<file path="config.mk">
export PLATFORM = sky130hd
export DESIGN_NAME = shared_divider
export DESIGN_NICKNAME = d
export VERILOG_FILES = /design/src/rtl/bike_pkg.sv /design/src/rtl/div_arbiter.sv /design/src/rtl/shared_divider.sv
export SDC_FILE = /design/constraint.sdc
export NUM_CORES = 1
export LEC_CHECK = 0
export CELL_PAD_IN_SITES_DETAIL_PLACEMENT = 1
export CELL_PAD_IN_SITES_GLOBAL_PLACEMENT = 1
export CORE_MARGIN = 5
export CORE_UTILIZATION = 39
export CTS_CLUSTER_SIZE = 24
export DETAILED_ROUTE_END_ITERATION = 10
export GPL_TIMING_DRIVEN = 0
export HOLD_SLACK_MARGIN = 0.05
export PLACE_DENSITY_LB_ADDON = 0.1
export SKIP_CTS_REPAIR_TIMING = 1
export SLEW_MARGIN = 10
export SYNTH_ARGS = -nofsm -noshare
export SYNTH_HDL_FRONTEND = slang
export SYNTH_SLANG_ARGS = --single-unit
</file>
<file path="constraint.sdc">
create_clock -name clock -period 4.7 [get_ports clock]
set_input_delay 0.94 -clock clock [delete_from_list [all_inputs] [get_ports clock]]
set_output_delay 0.94 -clock clock [all_outputs]
set_load 0.03 [all_outputs]
</file>
<file path="src/rtl/bike_pkg.sv">
// Shared types and constants for the bicycle computer arithmetic stages.
// Optional build macro: DIVIDER_ROUND_EN adds the ROUND state (half-up rounding).
package bike_pkg;

    localparam int unsigned DIV_WIDTH     = 16;
    localparam int unsigned DIV_OUT_WIDTH = 12;

    typedef enum logic [1:0] {
        IDLE  = 2'd0,
        RUN   = 2'd1,
`ifdef DIVIDER_ROUND_EN
        ROUND = 2'd3,
`endif
        DONE  = 2'd2
    } div_state_t;

endpackage

</file>
<file path="src/rtl/div_arbiter.sv">
// Two-way round-robin arbiter; grants only while enabled (divider idle).
module div_arbiter
    import bike_pkg::*;
(
    input  logic       clk,
    input  logic       rst_n,
    input  logic       req0_i,
    input  logic       req1_i,
    input  logic       en_i,
    output logic [1:0] gnt_c_o
);

    // last_q: 1 when channel 1 holds the most recent grant
    logic last_q, last_d;

    // Grant selection and pointer update
    always_comb begin
        gnt_c_o = 2'b00;
        if (en_i) begin
            if (req0_i && req1_i) begin
                gnt_c_o = last_q ? 2'b01 : 2'b10;
            end else if (req0_i) begin
                gnt_c_o = 2'b01;
            end else if (req1_i) begin
                gnt_c_o = 2'b10;
            end
        end
        last_d = last_q;
        if (gnt_c_o[0]) begin
            last_d = 1'b0;
        end else if (gnt_c_o[1]) begin
            last_d = 1'b1;
        end
    end

    // Pointer register; resets so channel 0 wins the first tie
    always_ff @(posedge clk or negedge rst_n) begin
        if (!rst_n) begin
            last_q <= 1'b1;
        end else begin
            last_q <= last_d;
        end
    end

endmodule

</file>
<file path="src/rtl/shared_divider.sv">
// Shared radix-2 restoring divider serving two request channels.
// Optional build macro: DIVIDER_ROUND_EN (round half-up, one extra cycle).
module shared_divider
    import bike_pkg::*;
#(
    parameter int unsigned WIDTH     = DIV_WIDTH,
    parameter int unsigned OUT_WIDTH = DIV_OUT_WIDTH
) (
    input  logic                 clock,
    input  logic                 reset,
    input  logic                 req0,
    input  logic                 req1,
    input  logic [WIDTH-1:0]     dividend0,
    input  logic [WIDTH-1:0]     dividend1,
    input  logic [WIDTH-1:0]     divisor0,
    input  logic [WIDTH-1:0]     divisor1,
    output logic                 gnt0,
    output logic                 gnt1,
    output logic                 done0,
    output logic                 done1,
    output logic [OUT_WIDTH-1:0] quotient,
    output logic                 sat,
    output logic                 dbz,
    output logic                 busy
);

    localparam int unsigned CNT_W = $clog2(WIDTH + 1);

    div_state_t           state_q, state_d;
    logic [WIDTH-1:0]     dvd_q, dvd_d;
    logic [WIDTH-1:0]     dvs_q, dvs_d;
    logic [WIDTH-1:0]     rem_q, rem_d;
    logic [WIDTH:0]       quo_q, quo_d;
    logic [CNT_W-1:0]     cnt_q, cnt_d;
    logic                 ch_q, ch_d;
    logic                 gnt0_q, gnt0_d, gnt1_q, gnt1_d;
    logic                 done0_q, done0_d, done1_q, done1_d;
    logic [OUT_WIDTH-1:0] quotient_q, quotient_d;
    logic                 sat_q, sat_d, dbz_q, dbz_d, busy_q, busy_d;
    logic [WIDTH:0]       shifted;
    logic                 rem_ge;
    logic [1:0]           gnt_c;

    div_arbiter u_arb (
        .clk     (clock),
        .rst_n   (reset),
        .req0_i  (req0),
        .req1_i  (req1),
        .en_i    (state_q == IDLE),
        .gnt_c_o (gnt_c)
    );

    // Next-state, datapath step and registered-output computation
    always_comb begin
        state_d    = state_q;
        dvd_d      = dvd_q;
        dvs_d      = dvs_q;
        rem_d      = rem_q;
        quo_d      = quo_q;
        cnt_d      = cnt_q;
        ch_d       = ch_q;
        gnt0_d     = 1'b0;
        gnt1_d     = 1'b0;
        done0_d    = 1'b0;
        done1_d    = 1'b0;
        quotient_d = quotient_q;
        sat_d      = sat_q;
        dbz_d      = dbz_q;
        shifted    = {rem_q, dvd_q[WIDTH-1]};
        rem_ge     = (shifted >= {1'b0, dvs_q});

        case (state_q)
            IDLE: begin
                if (|gnt_c) begin
                    ch_d   = gnt_c[1];
                    dvd_d  = gnt_c[1] ? dividend1 : dividend0;
                    dvs_d  = gnt_c[1] ? divisor1 : divisor0;
                    rem_d  = '0;
                    quo_d  = '0;
                    cnt_d  = CNT_W'(WIDTH);
                    gnt0_d = gnt_c[0];
                    gnt1_d = gnt_c[1];
                    state_d = (dvs_d == '0) ? DONE : RUN;
                end
            end
            RUN: begin
                dvd_d = {dvd_q[WIDTH-2:0], 1'b0};
                rem_d = rem_ge ? WIDTH'(shifted - {1'b0, dvs_q}) : WIDTH'(shifted);
                quo_d = {quo_q[WIDTH-1:0], rem_ge};
                cnt_d = cnt_q - CNT_W'(1);
                if (cnt_q == CNT_W'(1)) begin
`ifdef DIVIDER_ROUND_EN
                    state_d = ROUND;
`else
                    state_d = DONE;
`endif
                end
            end
`ifdef DIVIDER_ROUND_EN
            ROUND: begin
                // Half-up: bump when the remainder is at least half the divisor
                if ({rem_q, 1'b0} >= {1'b0, dvs_q}) begin
                    quo_d = quo_q + (WIDTH + 1)'(1);
                end
                state_d = DONE;
            end
`endif
            DONE: begin
                if (dvs_q == '0) begin
                    quotient_d = '1;
                    sat_d      = 1'b0;
                    dbz_d      = 1'b1;
                end else if (|quo_q[WIDTH:OUT_WIDTH]) begin
                    quotient_d = '1;
                    sat_d      = 1'b1;
                    dbz_d      = 1'b0;
                end else begin
                    quotient_d = quo_q[OUT_WIDTH-1:0];
                    sat_d      = 1'b0;
                    dbz_d      = 1'b0;
                end
                done0_d = ~ch_q;
                done1_d = ch_q;
                state_d = IDLE;
            end
            default: state_d = IDLE;
        endcase

        busy_d = (state_d != IDLE);
    end

    // State and datapath registers
    always_ff @(posedge clock or negedge reset) begin
        if (!reset) begin
            state_q    <= IDLE;
            dvd_q      <= '0;
            dvs_q      <= '0;
            rem_q      <= '0;
            quo_q      <= '0;
            cnt_q      <= '0;
            ch_q       <= 1'b0;
            gnt0_q     <= 1'b0;
            gnt1_q     <= 1'b0;
            done0_q    <= 1'b0;
            done1_q    <= 1'b0;
            quotient_q <= '0;
            sat_q      <= 1'b0;
            dbz_q      <= 1'b0;
            busy_q     <= 1'b0;
        end else begin
            state_q    <= state_d;
            dvd_q      <= dvd_d;
            dvs_q      <= dvs_d;
            rem_q      <= rem_d;
            quo_q      <= quo_d;
            cnt_q      <= cnt_d;
            ch_q       <= ch_d;
            gnt0_q     <= gnt0_d;
            gnt1_q     <= gnt1_d;
            done0_q    <= done0_d;
            done1_q    <= done1_d;
            quotient_q <= quotient_d;
            sat_q      <= sat_d;
            dbz_q      <= dbz_d;
            busy_q     <= busy_d;
        end
    end

    assign gnt0     = gnt0_q;
    assign gnt1     = gnt1_q;
    assign done0    = done0_q;
    assign done1    = done1_q;
    assign quotient = quotient_q;
    assign sat      = sat_q;
    assign dbz      = dbz_q;
    assign busy     = busy_q;

endmodule

</file>
# After elaboration in Yosys (flattened, before gate mapping)
# Index checks and enable logic that the tools add are counted.
# W data, S select, Z words.
classes:
  addsub: 2
  order_cmp: 1
  n_eq_ne: 4
  muxes: 33
  n_bitwise: 1
  reduce_logical: 11
ops:
  columns: ["cell", "n"]
  rows:
  - ["$mux W16", 5]
  - ["$pmux W16 S2", 2]
  - ["$pmux W17 S2", 1]
  - ["$logic_not A16 Y1", 2]
  - ["$mux W12", 2]
  - ["$ge A17 B16 Y1", 1]
  - ["$mux W17", 1]
  - ["$mux W2", 8]
  - ["$sub A16 B16 Y16", 1]
  - ["$mux W1", 11]
  - ["$pmux W5 S2", 1]
  - ["$reduce_bool A2 Y1", 3]
  - ["$eq A5 B1 Y1 const B", 1]
  - ["$mux W5", 1]
  - ["$reduce_or A5 Y1", 1]
  - ["$sub A5 B1 Y5 const B", 1]
  - ["$pmux W2 S2", 1]
  - ["$reduce_and A2 Y1", 2]
  - ["$eq A2 B1 Y1 const B", 1]
  - ["$eq A2 B2 Y1 const B", 1]
  - ["$logic_not A2 Y1", 1]
  - ["$ne A2 B2 Y1 const B", 1]
  - ["$reduce_or A2 Y1", 1]
  - ["$logic_and A1 B1 Y1", 1]
  - ["$not A1 Y1", 1]
totals:
  reg_bits: 93
  inputBits: 68
  out_inout_bits: 19
  word_cells: 68

# Logic depth before layout (Yosys ltp)
# Gate-level depths: netlist of the first run.
depth:
  depth_word: 10
  mapped_depth: 10
  ltp_nobuf: 9

# Hierarchy
# A second synthesis of the first run with hierarchy kept.
hier_totals:
  cells_unflattened: 522
  hier_area_um2: 5226.3
modules_own_cells:
  columns: ["module", "n_inst", "cells_per_inst", "area_per_inst_um2"]
  rows:
  - ["shared_divider", 1, 514, 5163.7]
  - ["div_arbiter", 1, 8, 62.6]

# Least setup slack after synthesis of the first run
# Ideal clock, no wire load.
synth_timing:
  path_kind: "reg2reg"
  start: "register dvs_q[1]"
  end: "register rem_q[11]"
  setup_ps: 101
  arrival_time_ps: 2329
  required_ps: 4599
  path_slack_ps: 2270
  path_stages_with_launch: 9
  n_path_buf: 0
  period_less_slack_ps: 2430
  cell_sequence: "dfrtp_1 -> inv_1 -> ha_1 -> nor2b_4 -> o31a_1 -> or4_1 -> nor4b_1 -> or4_4 -> o311ai_2"
synth_via:
  elab_chain_len: 3
  elab_cells_between_ends: 4
  classes_between: "add/sub: 1; order compare: 1; mux: 2"
synth_lines:
  columns: ["item", "line_no", "source"]
  rows:
  - ["start: declaration", "shared_divider.sv:31", "logic [WIDTH-1:0] dvs_q, dvs_d;"]
  - ["start signal: assignment", "shared_divider.sv:153", "dvs_q <= dvs_d;"]
  - ["$sub A16 B16 Y16 or $ge A17 B16 Y1 (tied branches)", "shared_divider.sv:88, shared_divider.sv:70", null]
  - ["$mux W16 (*)", "shared_divider.sv:88", "rem_d = rem_ge ? WIDTH'(shifted - {1'b0, dvs_q}) : WIDTH'(shifted);"]
  - ["$pmux W16 S2 (*)", "shared_divider.sv:72", "case (state_q)"]
  - ["end signal: assignment", "shared_divider.sv:154", "rem_q <= rem_d;"]
  - ["end: declaration", "shared_divider.sv:32", "logic [WIDTH-1:0] rem_q, rem_d;"]
# Mark *: on every way between the ends. The rest lies on a longest branch, timed or not.
# A chain may end at the register's enable or synchronous reset.

# Worst setup path in the final report of the first run
layout_timing:
  start: "input req0"
  end: "register rem_q[11]"
layout_via:
  elab_chain_len: 6
  elab_cells_between_ends: 7
  classes_between: "eq/ne: 1; mux: 3; reduce/logical: 3"
layout_lines:
  columns: ["item", "line_no", "source"]
  rows:
  - ["start: declaration", "shared_divider.sv:11", "input logic req0,"]
  - ["$mux W2 or $logic_and A1 B1 Y1 (tied branches)", "div_arbiter.sv:22, div_arbiter.sv:20", null]
  - ["$mux W2 (*)", "div_arbiter.sv:20", "if (req0_i && req1_i) begin"]
  - ["$mux W2 (*)", "div_arbiter.sv:19", "if (en_i) begin"]
  - ["$reduce_or A2 Y1 (*)", "shared_divider.sv:74", "if (|gnt_c) begin"]
  - ["$ne A2 B2 Y1 (no line) (*)", null, null]
  - ["$reduce_and A2 Y1 (no line) (*)", null, null]
# Marked as above.

==> run_results.csv, run 1 <==
group,metric,value,unit
global_route,grt_antenna_before_repair,0,
die,core_area,0.0131,mm^2
synthesis,synth_nets,650,
synthesis,yosysWarnings,0,
final_layout,n_fill_cell,1524,
synthesis,synth_top_cell_by_area,"dfrtp_1",
final_layout,synthToLayoutAreaGrowth,27.4,%
setup_path,rr_startpoint,"dvs_q[12]",
synthesis,synth_flop_cell,"dfrtp_1",
route,routed_via_density,5.72,
sta,hold_viol,0,
synthesis,yosysMostFrequentCell,"nand2_1",
final_layout,regArea,0.00233,mm^2
route,drt-total-wl,16.6,mm
final_layout,diodes,0,
setup_path,crit_chain,"clkdlybuf4s50_1 > o21ai_1 > a21o_1 > buf_2 > clkbuf_1 > nand2_1 > o311ai_2",
setup_path,crit_arrival,3.33,ns
clocking,clk_latency,0.36,ns
setup_path,worstSetupEndpointType,"flip-flop",
clocking,root_buffer,"clkbuf_16",
setup_path,slowest_delay,0.61,ns
route,first_pass_iters,5,
clocking,clockBufferDepth,2,
clocking,cts_tree,"yes",
sta,post-route-min-period,3.07,ns
die,rows,42,
synthesis,synth_cell_types,67,
setup_path,regToRegSetupSlack,1.89,ns
sta,fmaxAchievable,325,MHz
placement,port_buffers,86,
route,drc,0,
setup_path,start_kind,"input pin",
placement,dp_hpwl,12.7,mm
setup_path,worstSetupPathType,"input pin to flip-flop",
min_path,min_path_cells,2,
sta,drv_slew,0,
synthesis,synth_commonest_cells,"nand2_1 (98), dfrtp_1 (92), nor2_1 (39)",
die,die_w,125,um
pwr,fin_total_pwr,5.08,mW
final_layout,multi_input_area,0.00258,mm^2
sta,slew-limit-headroom,48.4,%
setup_path,worstPathRequired,4.95,ns
outcome,status,"finished clean",
final_layout,fin_area,0.00657,mm^2
setup_path,cp_slowest_cell,"o21ai_1",
setup_path,crit_cells,7,
synthesis,syn_avg_cell_area,9.16,um^2
final_layout,layout.cells.non_filler,842,
final_layout,layout-drive-gt1-share,6.16,%
setup_path,cpLargestDelayFamily,"buffers and inverters",
pwr,power.leakage,2.81,nW
setup_path,r2r_end,"rem_q[0]",
synthesis,synthCells,563,
placement,pre_cts_slack,1.27,ns
route,wl_per_cell,19.7,um
global_route,grt_max_degree,53,
placement,gp_congestion,0.853,
synthesis,synth_area_leaders,"dfrtp_1 (45%), nand2_1 (7.1%), ha_1 (4.4%), a31oi_1 (3.3%), a22o_1 (3.1%)",
clocking,clkSinkCount,93,
die,initial_core_util,39.4,%
sta,rsz0062_at_grt,"no",
synthesis,ys_seq_elements,93,
final_layout,finalNetCount,748,
synthesis,yosysSeqAreaShare,45.2,%
route,routed-via-count,4820,
sta,min_period_over_period,65.4,%
sta,worst_pin_slew,0.768,ns
pwr,power_density,774,mW/mm^2
die,fp.dieH,125,um
min_path,hold_start,"dvd_q[0]",
synthesis,async_flop_share,100,%
route,ant_nets,0,
clocking,h-tree-depth,3,
global_route,grt_pass1_wl,27.3,mm
placement,place_area,0.00625,mm^2
sta,setup_violations,0,
setup_path,critPathBufInv,3,
die,io_pins,87,
synthesis,synth_edf_count,0,
min_path,holdPathEnd,"dvd_q[0]",
flow_run,maxCapViolCount,0,
min_path,hp-class,"flip-flop to flip-flop",
pwr,ir_drop,261,uV
clocking,path_clk_slew,0.07,ns
global_route,grt_overflow_total,0,
placement,placedCellCount,826,
sta,fin_ws,1.63,ns
setup_path,reg2regPathDepth,10,
synthesis,yosys.area.top_type_share,44.6,%
route,drt_iter0_markers,221,
clocking,cts_buffers,9,
global_route,grt_pass1_vias,5263,
synthesis,syn_area,0.00516,mm^2
setup_path,cp_max_fo,10,
sta,clock_skew,0.00593,ns
die,dieArea,0.0156,mm^2
global_route,grtUsageTotal,21.3,%
## registers in the layout, indices dropped and copies added (netlist names), 2 cells and up
| name | count |
|---|---|
| quo_q | 17 |
| state_q | 2 |
| rem_q | 16 |
| quotient | 12 |
| dvd_q | 16 |
| cnt_q | 5 |
| dvs_q | 16 |
## worst max-delay path by stage
| stage | to | start | slack [ns] |
|---|---|---|---|
| 2_1_floorplan | rem_q[11] | dvs_q[1] | 2.27 |
| 3_3_place_gp | dvd_q[9] | reset | -0.83 |
| 6_report | rem_q[11] | req0 | 1.63 |
| 4_1_cts | rem_q[11] | req0 | 1.63 |
| 3_5_place_dp | rem_q[11] | req0 | 1.27 |
| 5_1_grt | rem_q[11] | req0 | 1.43 |
## layer usage
layer  up-vias  part of all wire [%]  GRT usage, %
met5         -                     0             0
met1      2414                    45          27.4
met2       108                    50          36.9
li1       2276                     -             -
met4         0                   1.8          5.99
met3        22                   3.7          3.97
## metrics by stage
step	utilization [%]	hold WS, ns	TNS, ns
global placement	47.7	0.482	-75.43
global route	50.2	0.524	0
detailed placement	47.8	0.481	0
floorplan	-	0.416	0
CTS	50.2	0.496	0
finish	50.2	0.493	0
## kinds of logic (layout without fill, tap and decap cells)
family	after synthesis	in the layout	synth area share, %
mux	2	2	0.388
fa+ha+maj	19	19	4.76
flops	93	93	45.2
simple gates	209	209	18.9
buf+inv	63	166	4.83
xor+xnor	9	9	1.53
compound gates	168	168	24.5
## final cells by class
class | count | area share (%)
Clock buffer | 9 | 3.43
Timing Repair Buffer | 87 | 13.4
Inverter | 29 | 1.66
Tap cell | 176 | 3.35
Buffer | 34 | 2.13
Sequential cell | 93 | 35.4
Clock inverter | 7 | 1.39
Multi-Input combinational cell | 407 | 39.2
## layout by cell type, fill, tap and decap left out, types with 4 or more instances in the layout
cell type / n
o22ai_1: 11
ha_1: 18
buf_2: 7
a221o_1: 9
xor2_1: 4
a22o_1: 18
and2_1: 6
clkbuf_16: 9
nor2b_1: 4
o21a_1: 9
dfrtp_1: 92
inv_1: 27
xnor2_1: 5
nand3_1: 9
o22a_1: 12
nand2_1: 98
o211ai_1: 10
o21ai_0: 6
o311ai_1: 4
a21oi_1: 24
clkdlybuf4s50_1: 85
nor2_1: 39
clkbuf_1: 23
nand4_1: 8
nor3_1: 11
a31oi_1: 27
nor4_1: 15
## power breakdown
group | switching, mW | internal [mW] | total [mW]
Combinational | 1.72 | 1.14 | 2.87
Clock | 0.353 | 0.426 | 0.778
Sequential | 0.282 | 1.16 | 1.44
## worst reg2reg max path: stages (launching register included)
cell and delay, ns:
dfrtp_1 0.42, inv_1 0.11, ha_1 0.28, clkbuf_1 0.35, nand4_1 0.14, nor4_1 0.32, nor2_1 0.17, o2111a_1 0.17
buf_4 0.17, or4_1 0.48, o311ai_1 0.09
Power figures use the tool's default switching activity.
==> run 2, diff against run 1 <==
- clock period: 4.7 -> 3.16 ns (I/O delays scaled with it)
==> results of run 2 <==
The final DEF is identical to that of run 1. Status: finished clean.
Among the figures that moved: setup slack after placement 1.27 ns -> 0.0393 ns; setup slack after layout 1.63 ns -> 0.345 ns; hold slack 0.493 ns -> 0.318 ns; start point of the critical path req0 -> dvs_q[12]; end point of the critical path rem_q[11] -> rem_q[0]; register-to-register setup slack 1.89 ns -> 0.35 ns; total power 5.08 mW -> 7.56 mW; worst IR drop on VDD 261 uV -> 388 uV
==> run 3, diff against run 2 <==
- REMOVE_ABC_BUFFERS: not set -> 1
- SLEW_MARGIN: 10 -> not set
==> run 3 against run 2 <==
First-iteration DRC count increased by 32%. Wire length fell by 9.7%. Die area stayed put. Flip-flop and latch count is the same. Register-to-register slack got worse by 0.14 ns. Sequential share of layout area rose by 0.72 points. Sequential power hardly changed. Power decreased by 3.9%. Clock power is 7% lower. Fmax down 4.7%. Count of clock-buffer cells in the layout did not move. Utilization down 0.99 points. Critical path type unchanged. Largest cell class unchanged. Largest power group unchanged. Highest routed layer unchanged.
==> run_results.csv, run 3 (synthesis gave the netlist of run 1 again) <==
group,metric,value,unit
outcome,status,"finished clean",
global_route,grt_overflow_total,0,
pwr,power.leakage,2.74,nW
route,routed_via_density,5.63,
clocking,h-tree-depth,3,
setup_path,crit_arrival,3.18,ns
die,dieArea,0.0156,mm^2
clocking,cts_buffers,9,
sta,clock_skew,0.00949,ns
die,core_area,0.0131,mm^2
setup_path,rr_startpoint,"dvs_q[1]",
setup_path,worstPathRequired,3.39,ns
clocking,root_buffer,"clkbuf_16",
route,first_pass_iters,4,
clocking,cts_tree,"yes",
sta,setup_violations,0,
setup_path,critPathBufInv,1,
global_route,grt_max_degree,72,
pwr,ir_drop,377,uV
setup_path,worstSetupEndpointType,"flip-flop",
global_route,grt_pass1_wl,25.1,mm
die,initial_core_util,39.4,%
sta,drv_slew,0,
setup_path,cpLargestDelayFamily,"compound AO/OA/AOI/OAI gates",
final_layout,finalNetCount,714,
final_layout,final_common_cell,"nand2_1",
sta,hold_viol,0,
sta,worst_pin_slew,1.09,ns
placement,gp_congestion,0.875,
final_layout,largest_register,"quo_q",
die,io_pins,87,
final_layout,n_fill_cell,1509,
final_layout,layout-drive-gt1-share,5.85,%
setup_path,cp_max_fo,10,
final_layout,utilization,49.2,%
die,fp.dieH,125,um
setup_path,regToRegSetupSlack,0.21,ns
placement,pre_cts_slack,-0.735,ns
final_layout,layout_common_cells,"nand2_1 (98), dfrtp_1 (92), clkdlybuf4s50_1 (85)",
sta,slew-limit-headroom,27.2,%
setup_path,start_kind,"flip-flop",
setup_path,worstSetupStartpoint,"dvs_q[1]",
clocking,clockBufferDepth,2,
final_layout,synthToLayoutAreaGrowth,24.9,%
setup_path,crit_chain,"inv_1 > ha_1 > nor2b_4 > o31a_1 > o31ai_2 > o2111a_1 > nor2_4 > a311o_1",
sta,rsz0062_at_grt,"no",
placement,dp_hpwl,11.1,mm
placement,port_buffers,86,
setup_path,cp_slowest_cell,"o2111a_1",
route,wl_per_cell,18.6,um
clocking,clk_latency,0.34,ns
global_route,grt_pass1_vias,4872,
sta,fin_ws,0.206,ns
sta,whs,0.180,ns
route,drt-total-wl,15.0,mm
clocking,path_clk_slew,0.08,ns
setup_path,worstSetupPathType,"flip-flop to flip-flop",
flow_run,maxCapViolCount,0,
global_route,grt_antenna_before_repair,0,
route,drt_iter0_markers,291,
route,ant_nets,0,
sta,post-route-min-period,2.95,ns
sta,fmaxAchievable,339,MHz
min_path,hp-class,"input pin to async pin",
route,drc,0,
setup_path,slowest_delay,0.56,ns
global_route,grtUsageTotal,19.2,%
route,routed-via-count,4552,
sta,tns,0,ns
die,die_w,125,um
clocking,clkSinkCount,93,
die,rows,42,
final_layout,largest_register_ffs,17,
final_layout,diodes,0,
pwr,power_density,1130,mW/mm^2
sta,min_period_over_period,93.5,%
run 3: cell count changes in the layout (fill, tap and decap cells not counted), sizes merged:
cell | before | now
clkbuf | 32 | 9
buf | 13 | 2
bufinv | 1 | 0
inv | 32 | 33
run 3: path summary, 6_finish.rpt:
path | depth (start not counted) | to
max in group asynchronous | 2 | u_arb.last_q
worst min-delay path | 1 | rem_q[15]
worst max-delay path | 8 | rem_q[10]
min in group clock | 1 | done0
worst min register to register | 1 | done0
worst max register to register | 8 | rem_q[10]
run 3: layout make-up:
class                      instances  area [um^2]  area share, %
clock buffer                       9          225           3.50
clock inverter                     7         72.6           1.13
inverter                          29          109           1.69
multi-input combinational        407         2600           40.4
sequential                        93         2330           36.1
tap                              176          220           3.42
timing repair buffer              87          886           13.8
run 3: report_power, final:
| group | switching (mW) | total (mW) | internal [mW] |
|---|---|---|---|
| Combinational | 2.43 | 4.07 | 1.64 |
| Clock | 0.518 | 1.08 | 0.559 |
| Sequential | 0.391 | 2.12 | 1.72 |
| Total | 3.34 | 7.27 | 3.93 |
run 3: metrics by stage:
step           total power, mW  area (um^2)  cells
6_report                  7.27         6440    808
5_1_grt                   7.85         6440    808
4_1_cts                   7.30         6430    808
3_5_place_dp              6.18         6130    792
3_3_place_gp              6.02         6100    791
2_1_floorplan             4.93         5020    529
run 3: layer usage:
layer | GRT usage (%) | wire length (um) | vias to the layer above
met5 | 0 | 0 | -
met2 | 30.7 | 7190 | 107
met1 | 26.7 | 6960 | 2229
met3 | 4.05 | 666 | 12
met4 | 5.04 | 177 | 0
li1 | - | - | 2204
run 3: worst reg2reg max path: cells and delay by family, from the launching register on:
kind / cells / cell delay (ns)
AO/OA/AOI/OAI: 4 / 1.63
AND/OR/NAND/NOR: 2 / 0.31
adder cells (fa/ha/maj): 1 / 0.34
flip-flops: 1 / 0.49
buffers and inverters: 1 / 0.08
